`src/rtl/agc_cp_pkg.sv`:
```
// Shared definitions for the AGC control-pulse sequencer: subinstruction codes,
// time-pulse numbering, internal pulse-vector bit positions and the decode table.
package agc_cp_pkg;

    typedef enum logic [2:0] {
        SUB_NOP     = 3'd0,
        SUB_TC      = 3'd1,
        SUB_CA      = 3'd2,
        SUB_CS      = 3'd3,
        SUB_AD      = 3'd4,
        SUB_TS      = 3'd5,
        SUB_XCH     = 3'd6,
        SUB_ILLEGAL = 3'd7
    } sub_code_e;

    localparam logic [3:0] TP_IDLE = 4'd0;
    localparam logic [3:0] T01 = 4'd1;
    localparam logic [3:0] T02 = 4'd2;
    localparam logic [3:0] T03 = 4'd3;
    localparam logic [3:0] T04 = 4'd4;
    localparam logic [3:0] T05 = 4'd5;
    localparam logic [3:0] T06 = 4'd6;
    localparam logic [3:0] T07 = 4'd7;
    localparam logic [3:0] T08 = 4'd8;
    localparam logic [3:0] T09 = 4'd9;
    localparam logic [3:0] T10 = 4'd10;
    localparam logic [3:0] T11 = 4'd11;
    localparam logic [3:0] T12 = 4'd12;

    // Internal pulse vector is active-high; the top inverts for the *_ ports.
    localparam int P_A2X  = 0;
    localparam int P_RA   = 1;
    localparam int P_RB   = 2;
    localparam int P_RC   = 3;
    localparam int P_RG   = 4;
    localparam int P_RU   = 5;
    localparam int P_RZ   = 6;
    localparam int P_WA   = 7;
    localparam int P_WB   = 8;
    localparam int P_WG   = 9;
    localparam int P_WQ   = 10;
    localparam int P_WS   = 11;
    localparam int P_WY   = 12;
    localparam int P_WY12 = 13;
    localparam int P_WZ   = 14;
    localparam int P_CI   = 15;
    localparam int NPULSE = 16;

    typedef logic [NPULSE-1:0] pulse_t;

    function automatic pulse_t decode_pulses(sub_code_e code, logic [3:0] tp);
        pulse_t p;
        p = '0;
        case (code)
            SUB_TC: begin
                if (tp == T01) begin p[P_RB] = 1'b1; p[P_WY12] = 1'b1; p[P_CI] = 1'b1; end
                if (tp == T03) begin p[P_RZ] = 1'b1; p[P_WQ] = 1'b1; end
                if (tp == T08) begin p[P_RU] = 1'b1; p[P_WZ] = 1'b1; end
            end
            SUB_CA, SUB_CS: begin
                if (tp == T05) begin p[P_RG] = 1'b1; p[P_WB] = 1'b1; end
                if (tp == T10) begin
                    p[P_WA] = 1'b1;
                    if (code == SUB_CA) p[P_RB] = 1'b1;
                    else                p[P_RC] = 1'b1;
                end
                if (tp == T11) begin p[P_RZ] = 1'b1; p[P_WS] = 1'b1; end
            end
            SUB_AD: begin
                if (tp == T05) begin p[P_RG] = 1'b1; p[P_WB] = 1'b1; end
                if (tp == T06) begin p[P_RB] = 1'b1; p[P_WY] = 1'b1; end
                if (tp == T07) begin p[P_RA] = 1'b1; p[P_A2X] = 1'b1; end
                if (tp == T08) begin p[P_RU] = 1'b1; p[P_WA] = 1'b1; end
                if (tp == T11) begin p[P_RZ] = 1'b1; p[P_WS] = 1'b1; end
            end
            SUB_TS: begin
                if (tp == T05) begin p[P_RA] = 1'b1; p[P_WG] = 1'b1; end
                if (tp == T11) begin p[P_RZ] = 1'b1; p[P_WS] = 1'b1; end
            end
            SUB_XCH: begin
                if (tp == T05) begin p[P_RG] = 1'b1; p[P_WB] = 1'b1; end
                if (tp == T07) begin p[P_RA] = 1'b1; p[P_WG] = 1'b1; end
                if (tp == T10) begin p[P_RB] = 1'b1; p[P_WA] = 1'b1; end
                if (tp == T11) begin p[P_RZ] = 1'b1; p[P_WS] = 1'b1; end
            end
            default: p = '0;
        endcase
        return p;
    endfunction

endpackage

```
`src/rtl/agc_tp_counter.sv`:
```
// Time-pulse sequencer: IDLE after reset, then T01..T12 forever, each pulse
// lasting PHASE_DIV clocks; hold freezes it in place.
module agc_tp_counter
    import agc_cp_pkg::*;
#(
    parameter int PHASE_DIV = 2
) (
    input  logic        clk,
    input  logic        rst,
    input  logic        hold,
    output logic [3:0]  tp,
    output logic        end_of_mct,
    output logic [11:0] tp_n
);

    localparam int PW = (PHASE_DIV > 1) ? $clog2(PHASE_DIV) : 1;
    localparam logic [PW-1:0] PH_LAST = PW'(PHASE_DIV - 1);

    logic [PW-1:0] phase;
    logic          phase_last;

    assign phase_last = (phase == PH_LAST);
    assign end_of_mct = (tp == T12) && phase_last && !hold;

    // IDLE exits unconditionally on the first edge after reset.
    always_ff @(posedge clk or posedge rst) begin
        if (rst) begin
            tp    <= TP_IDLE;
            phase <= '0;
        end else if (tp == TP_IDLE) begin
            tp    <= T01;
            phase <= '0;
        end else if (!hold) begin
            if (phase_last) begin
                phase <= '0;
                tp    <= (tp == T12) ? T01 : tp + 4'd1;
            end else begin
                phase <= phase + PW'(1);
            end
        end
    end

    always_comb begin
        tp_n = '1;
        if (tp != TP_IDLE) tp_n[tp - 4'd1] = 1'b0;
    end

endmodule

```
`src/rtl/agc_ctrl_pulse_seq.sv`:
```
// Control-pulse generator: accepts one subinstruction per MCT and decodes
// (code, time pulse) into the active-low register gate pulses.
module agc_ctrl_pulse_seq
    import agc_cp_pkg::*;
#(
    parameter int PHASE_DIV = 2
) (
    input  logic        CLOCK,
    input  logic        rst,
    input  logic        sub_valid,
    input  logic [2:0]  sub_code,
    output logic        sub_ready,
    input  logic        hold,
    input  logic        inhib,
    output logic [11:0] TP_,
    output logic        A2X_,
    output logic        RA_,
    output logic        RB_,
    output logic        RC_,
    output logic        RG_,
    output logic        RU_,
    output logic        RZ_,
    output logic        WA_,
    output logic        WB_,
    output logic        WG_,
    output logic        WQ_,
    output logic        WS_,
    output logic        WY_,
    output logic        WY12_,
    output logic        WZ_,
    output logic        CI,
    output logic        err,
    output logic [7:0]  mct_cnt
);

    logic [3:0] tp;
    logic       end_of_mct;
    sub_code_e  cur;
    pulse_t     act;

    agc_tp_counter #(.PHASE_DIV(PHASE_DIV)) u_tp (
        .clk        (CLOCK),
        .rst        (rst),
        .hold       (hold),
        .tp         (tp),
        .end_of_mct (end_of_mct),
        .tp_n       (TP_)
    );

    // Handshake: a code transfers on any edge where sub_valid & sub_ready; ready
    // is only the last unheld clock of T12, and the accepted MCT starts on that edge.
    assign sub_ready = end_of_mct;

    always_ff @(posedge CLOCK or posedge rst) begin
        if (rst) begin
            cur     <= SUB_NOP;
            err     <= 1'b0;
            mct_cnt <= 8'd0;
        end else if (tp == TP_IDLE) begin
            cur <= SUB_NOP;
        end else if (sub_ready) begin
            mct_cnt <= mct_cnt + 8'd1;
            if (sub_valid && (sub_code != SUB_ILLEGAL)) cur <= sub_code_e'(sub_code);
            else                                         cur <= SUB_NOP;
            if (sub_valid && (sub_code == SUB_ILLEGAL)) err <= 1'b1;
        end
    end

    always_comb begin
        act = '0;
        if (!inhib && (tp != TP_IDLE)) act = decode_pulses(cur, tp);
    end

    assign A2X_  = ~act[P_A2X];
    assign RA_   = ~act[P_RA];
    assign RB_   = ~act[P_RB];
    assign RC_   = ~act[P_RC];
    assign RG_   = ~act[P_RG];
    assign RU_   = ~act[P_RU];
    assign RZ_   = ~act[P_RZ];
    assign WA_   = ~act[P_WA];
    assign WB_   = ~act[P_WB];
    assign WG_   = ~act[P_WG];
    assign WQ_   = ~act[P_WQ];
    assign WS_   = ~act[P_WS];
    assign WY_   = ~act[P_WY];
    assign WY12_ = ~act[P_WY12];
    assign WZ_   = ~act[P_WZ];
    assign CI    = act[P_CI];

endmodule

```
`config.mk`:
```
export PLATFORM = sky130hd
export DESIGN_NAME = agc_ctrl_pulse_seq
export DESIGN_NICKNAME = d
export VERILOG_FILES = /design/src/rtl/agc_cp_pkg.sv /design/src/rtl/agc_tp_counter.sv /design/src/rtl/agc_ctrl_pulse_seq.sv
export SDC_FILE = /design/constraint.sdc
export NUM_CORES = 1
export LEC_CHECK = 0
export BUFFER_PORTS_ARGS = -buffer_cell sky130_fd_sc_hd__clkbuf_2
export CORE_MARGIN = 1.5
export CORE_UTILIZATION = 50
export CTS_CLUSTER_SIZE = 25
export DETAILED_ROUTE_END_ITERATION = 12
export GPL_ROUTABILITY_DRIVEN = 0
export PLACE_DENSITY = 0.79
export SYNTH_ARGS = -nofsm -noshare
export SYNTH_HDL_FRONTEND = slang
export SYNTH_SLANG_ARGS = --single-unit
```
`constraint.sdc`:
```
create_clock -name CLOCK -period 3.1 [get_ports CLOCK]
set_clock_uncertainty 0.05 [all_clocks]
set_input_delay 0.93 -clock CLOCK [delete_from_list [all_inputs] [get_ports CLOCK]]
set_output_delay 0.93 -clock CLOCK [all_outputs]
set_load 0.1 [all_outputs]
```
==> results by group <==
STA
  – Final setup TNS: 0 ns
  – Least-Margin Pin Slew: 0.6378 ns
  – Slack of the critical path: 0.03660 ns
  – Slew Limit Headroom: 57.43%
  – Fmax: 326.4 MHz
  – Final hold slack: 0.4215 ns
  – Minimum clock period: 3.063 ns
  – Final setup violation count: 0
  – Fin crit share: 98.82%
  – Final Hold Vio Count: 0
  – RSZ-0062 raised after global routing: yes
  – Slew Viols, Final: 0

Floorplan
  – I/O pin count: 46
  – Initial core utilization: 53.79%
  – CORE AREA: 2545 µm²
  – Die area: 3060 µm²
  – Die Wd: 55.32 µm
  – Die H: 55.32 µm
  – Row count: 18

Synth
  – Post-Synthesis Cells: 158
  – Yosys reg bits: 17
  – Syn nets: 172
  – Yosys cell types: 45
  – Most frequent cell after synthesis: dfrtp_1
  – Yosys warnings: 0
  – Synth async-reset ratio: 100.0%
  – Synth Cell Area: 1369 µm²
  – Sequential area share after synthesis: 31.08%
  – Largest area contributor in the netlist: dfrtp_1
  – Synth cell count leaders: 17 x dfrtp_1, 13 x nand2_1, 13 x o21ai_0
  – Top area cells in the synthesized netlist: dfrtp_1 31%, ha_1 5.5%, o21ai_0 4.8%
  – Synth Area per Inst: 8.663 µm²
  – Ys flop type: dfrtp_1
  – EDFF count, synth: 0
  – Synth top area share: 31.08%

Global routing
  – Total grt overflow: 0
  – Antenna violations before repair: 0
  – Pin count of the biggest net entering global routing: 18
  – Global Route Usage Sum: 26.31%
  – Vias in the first global route: 1,432
  – First-pass GRT wire length: 6.610 mm

CTS
  – TritonCTS clock tree: yes
  – Root buf cell: clkbuf_4
  – Num CTS Buffers: 3
  – Clk pin slew, worst setup/hold paths: 0.09 ns
  – Clock tree sinks: 17
  – CTS H-tree depth: 1
  – Clk Latency, worst-skew pair: 0.29 ns
  – Max Root-Sink Buffers: 2

Detailed routing
  – DR DRC count: 0
  – DRT antenna net count: 0
  – Routed vias/inst: 6.157
  – DR WL/cell: 16.74 µm
  – 1st-pass router iterations: 4
  – Initial drt markers: 43
  – Via Count: 1,453
  – Final WL: 3.950 mm

Critical path
  – Critical-path top delay cell: o41ai_2
  – Family with the most delay on the worst path: buffers and inverters
  – Origin of the worst setup path: u_tp.tp[1]
  – FF-to-FF Start: u_tp.tp[1]
  – WP data arrival: 2.08 ns
  – Crit path top cell by count: inv_1
  – Crit-path cells: inv_1 > ha_1 > inv_1 > o41ai_2 > nand2_1 > buf_12
  – Crit. End Element: primary output
  – Crit path kind: flip-flop to primary output
  – Reg-to-reg slack, setup: 1.16 ns
  – Critical path data required time: 2.12 ns
  – Worst r2r path cells: 7
  – CP peak stage delay: 0.44 ns
  – Critical path depth in cells: 6
  – Crit path capture: TP_[6]
  – Worst R2R End: mct_cnt[1]
  – CP max FO: 7
  – Crit path launch type: flip-flop
  – Worst Path Buf+Inv: 3

Run
  – Max Cap Violations: 0

Finish
  – Layout cells sized above 1: 38.83%
  – FILL cells: 168
  – Antenna diodes: 0
  – Area of the multi-input gates: 913.4 µm²
  – Utilization after layout: 79.84%
  – Reg area: 430.4 µm²
  – Nets: 221
  – Area growth syn-to-layout: 48.45%

Place
  – IO buf count: 45
  – Dpl ws: 0.1586 ns
  – HPWL after DPL: 3.090 mm

Min path
  – Worst min path class: flip-flop to flip-flop

Outcome
  – Status: finished, final reports clean

Power
  – Peak VDD IR: 0.8068 mV
  – Tot Pwr: 0.001766 W
  – Leakage power: 0.8831 nW
  – Pwr/cell area: 868.9 nW/µm²
-- routing by layer --
| layer | GRT usage (%) | routed length, µm | vias to the layer above |
|---|---|---|---|
| li1 | - | - | 681 |
| met1 | 30.19 | 1520 | 701 |
| met2 | 48.98 | 2133 | 65 |
| met3 | 5.855 | 253 | 6 |
| met4 | 6.272 | 42 | 0 |
| met5 | 0 | 0 | - |
-- registers in the layout, summed over array words and instances (netlist names) --
name,flops
u_tp.tp,4
u_tp.phase,1
cur,3
mct_cnt,8
err,1
-- how the worst min path moves through the flow --
stage	from	to	slack, ns	cells after the start
floorplan	u_tp.phase	u_tp.phase	0.50	2
global placement	err	err	0.40	1
detailed placement	mct_cnt[7]	mct_cnt[7]	0.41	1
CTS	mct_cnt[7]	mct_cnt[7]	0.43	1
global route	err	err	0.46	1
finish	mct_cnt[7]	mct_cnt[7]	0.42	1
-- repair_timing --
action | in CTS | in global routing
setup endpoints to repair | 3 | 13
buffers inserted | 0 | 1
resized for setup | 2 | 6
hold buffers | 0 | 0
-- final cells by class --
type | instances | share of cell area (%)
Multi-Input combinational cell | 121 | 44.95
Timing Repair Buffer | 55 | 29.06
Sequential cell | 17 | 21.18
Tap cell | 30 | 1.847
Inverter | 9 | 1.663
Clock buffer | 4 | 1.293
-- kinds of logic (layout without fill, tap and decap cells) --
logic type	after synthesis	after routing	synth area share, %
flip-flops	17	17	31.08
AND/OR/NAND/NOR	72	72	33.00
adder cells (fa/ha/maj)	6	6	5.484
multiplexers	1	1	0.8226
XOR/XNOR	7	7	4.479
AO/OA/AOI/OAI	35	35	18.47
buffers and inverters	20	68	6.672
-- layout by cell type (no fill, tap or decap), types with 2 or more instances in the layout --
cell type,count
o41ai_2,2
a32o_1,3
nand3b_1,4
inv_1,9
nor3_1,2
o31ai_1,4
ha_1,6
nand2b_1,5
clkbuf_4,3
nand3_1,9
nand2_1,13
nor2_1,3
nor2b_1,6
a21oi_1,4
o41ai_1,2
o21ai_1,3
xnor2_1,7
nor4_1,2
dfrtp_2,4
clkbuf_2,23
buf_4,12
and3_1,4
nand4_1,5
dfrtp_1,13
o21ai_2,4
or4_1,2
buf_12,19
o21ai_0,6
-- per-stage QoR --
stage / instances / area [µm²]
2_1_floorplan: 158 / 1418
3_3_place_gp: 231 / 1976
3_5_place_dp: 231 / 1976
4_1_cts: 235 / 2013
5_1_grt: 236 / 2032
6_report: 236 / 2032
-- power by group --
group | total (W) | internal (W) | switching (W)
clock | 0.000118 | 0.0000501 | 0.0000675
sequential | 0.000359 | 0.000269 | 0.0000897
combinational | 0.00129 | 0.000417 | 0.000872
total | 0.00177 | 0.000737 | 0.00103
Power figures use the tool's default switching activity.
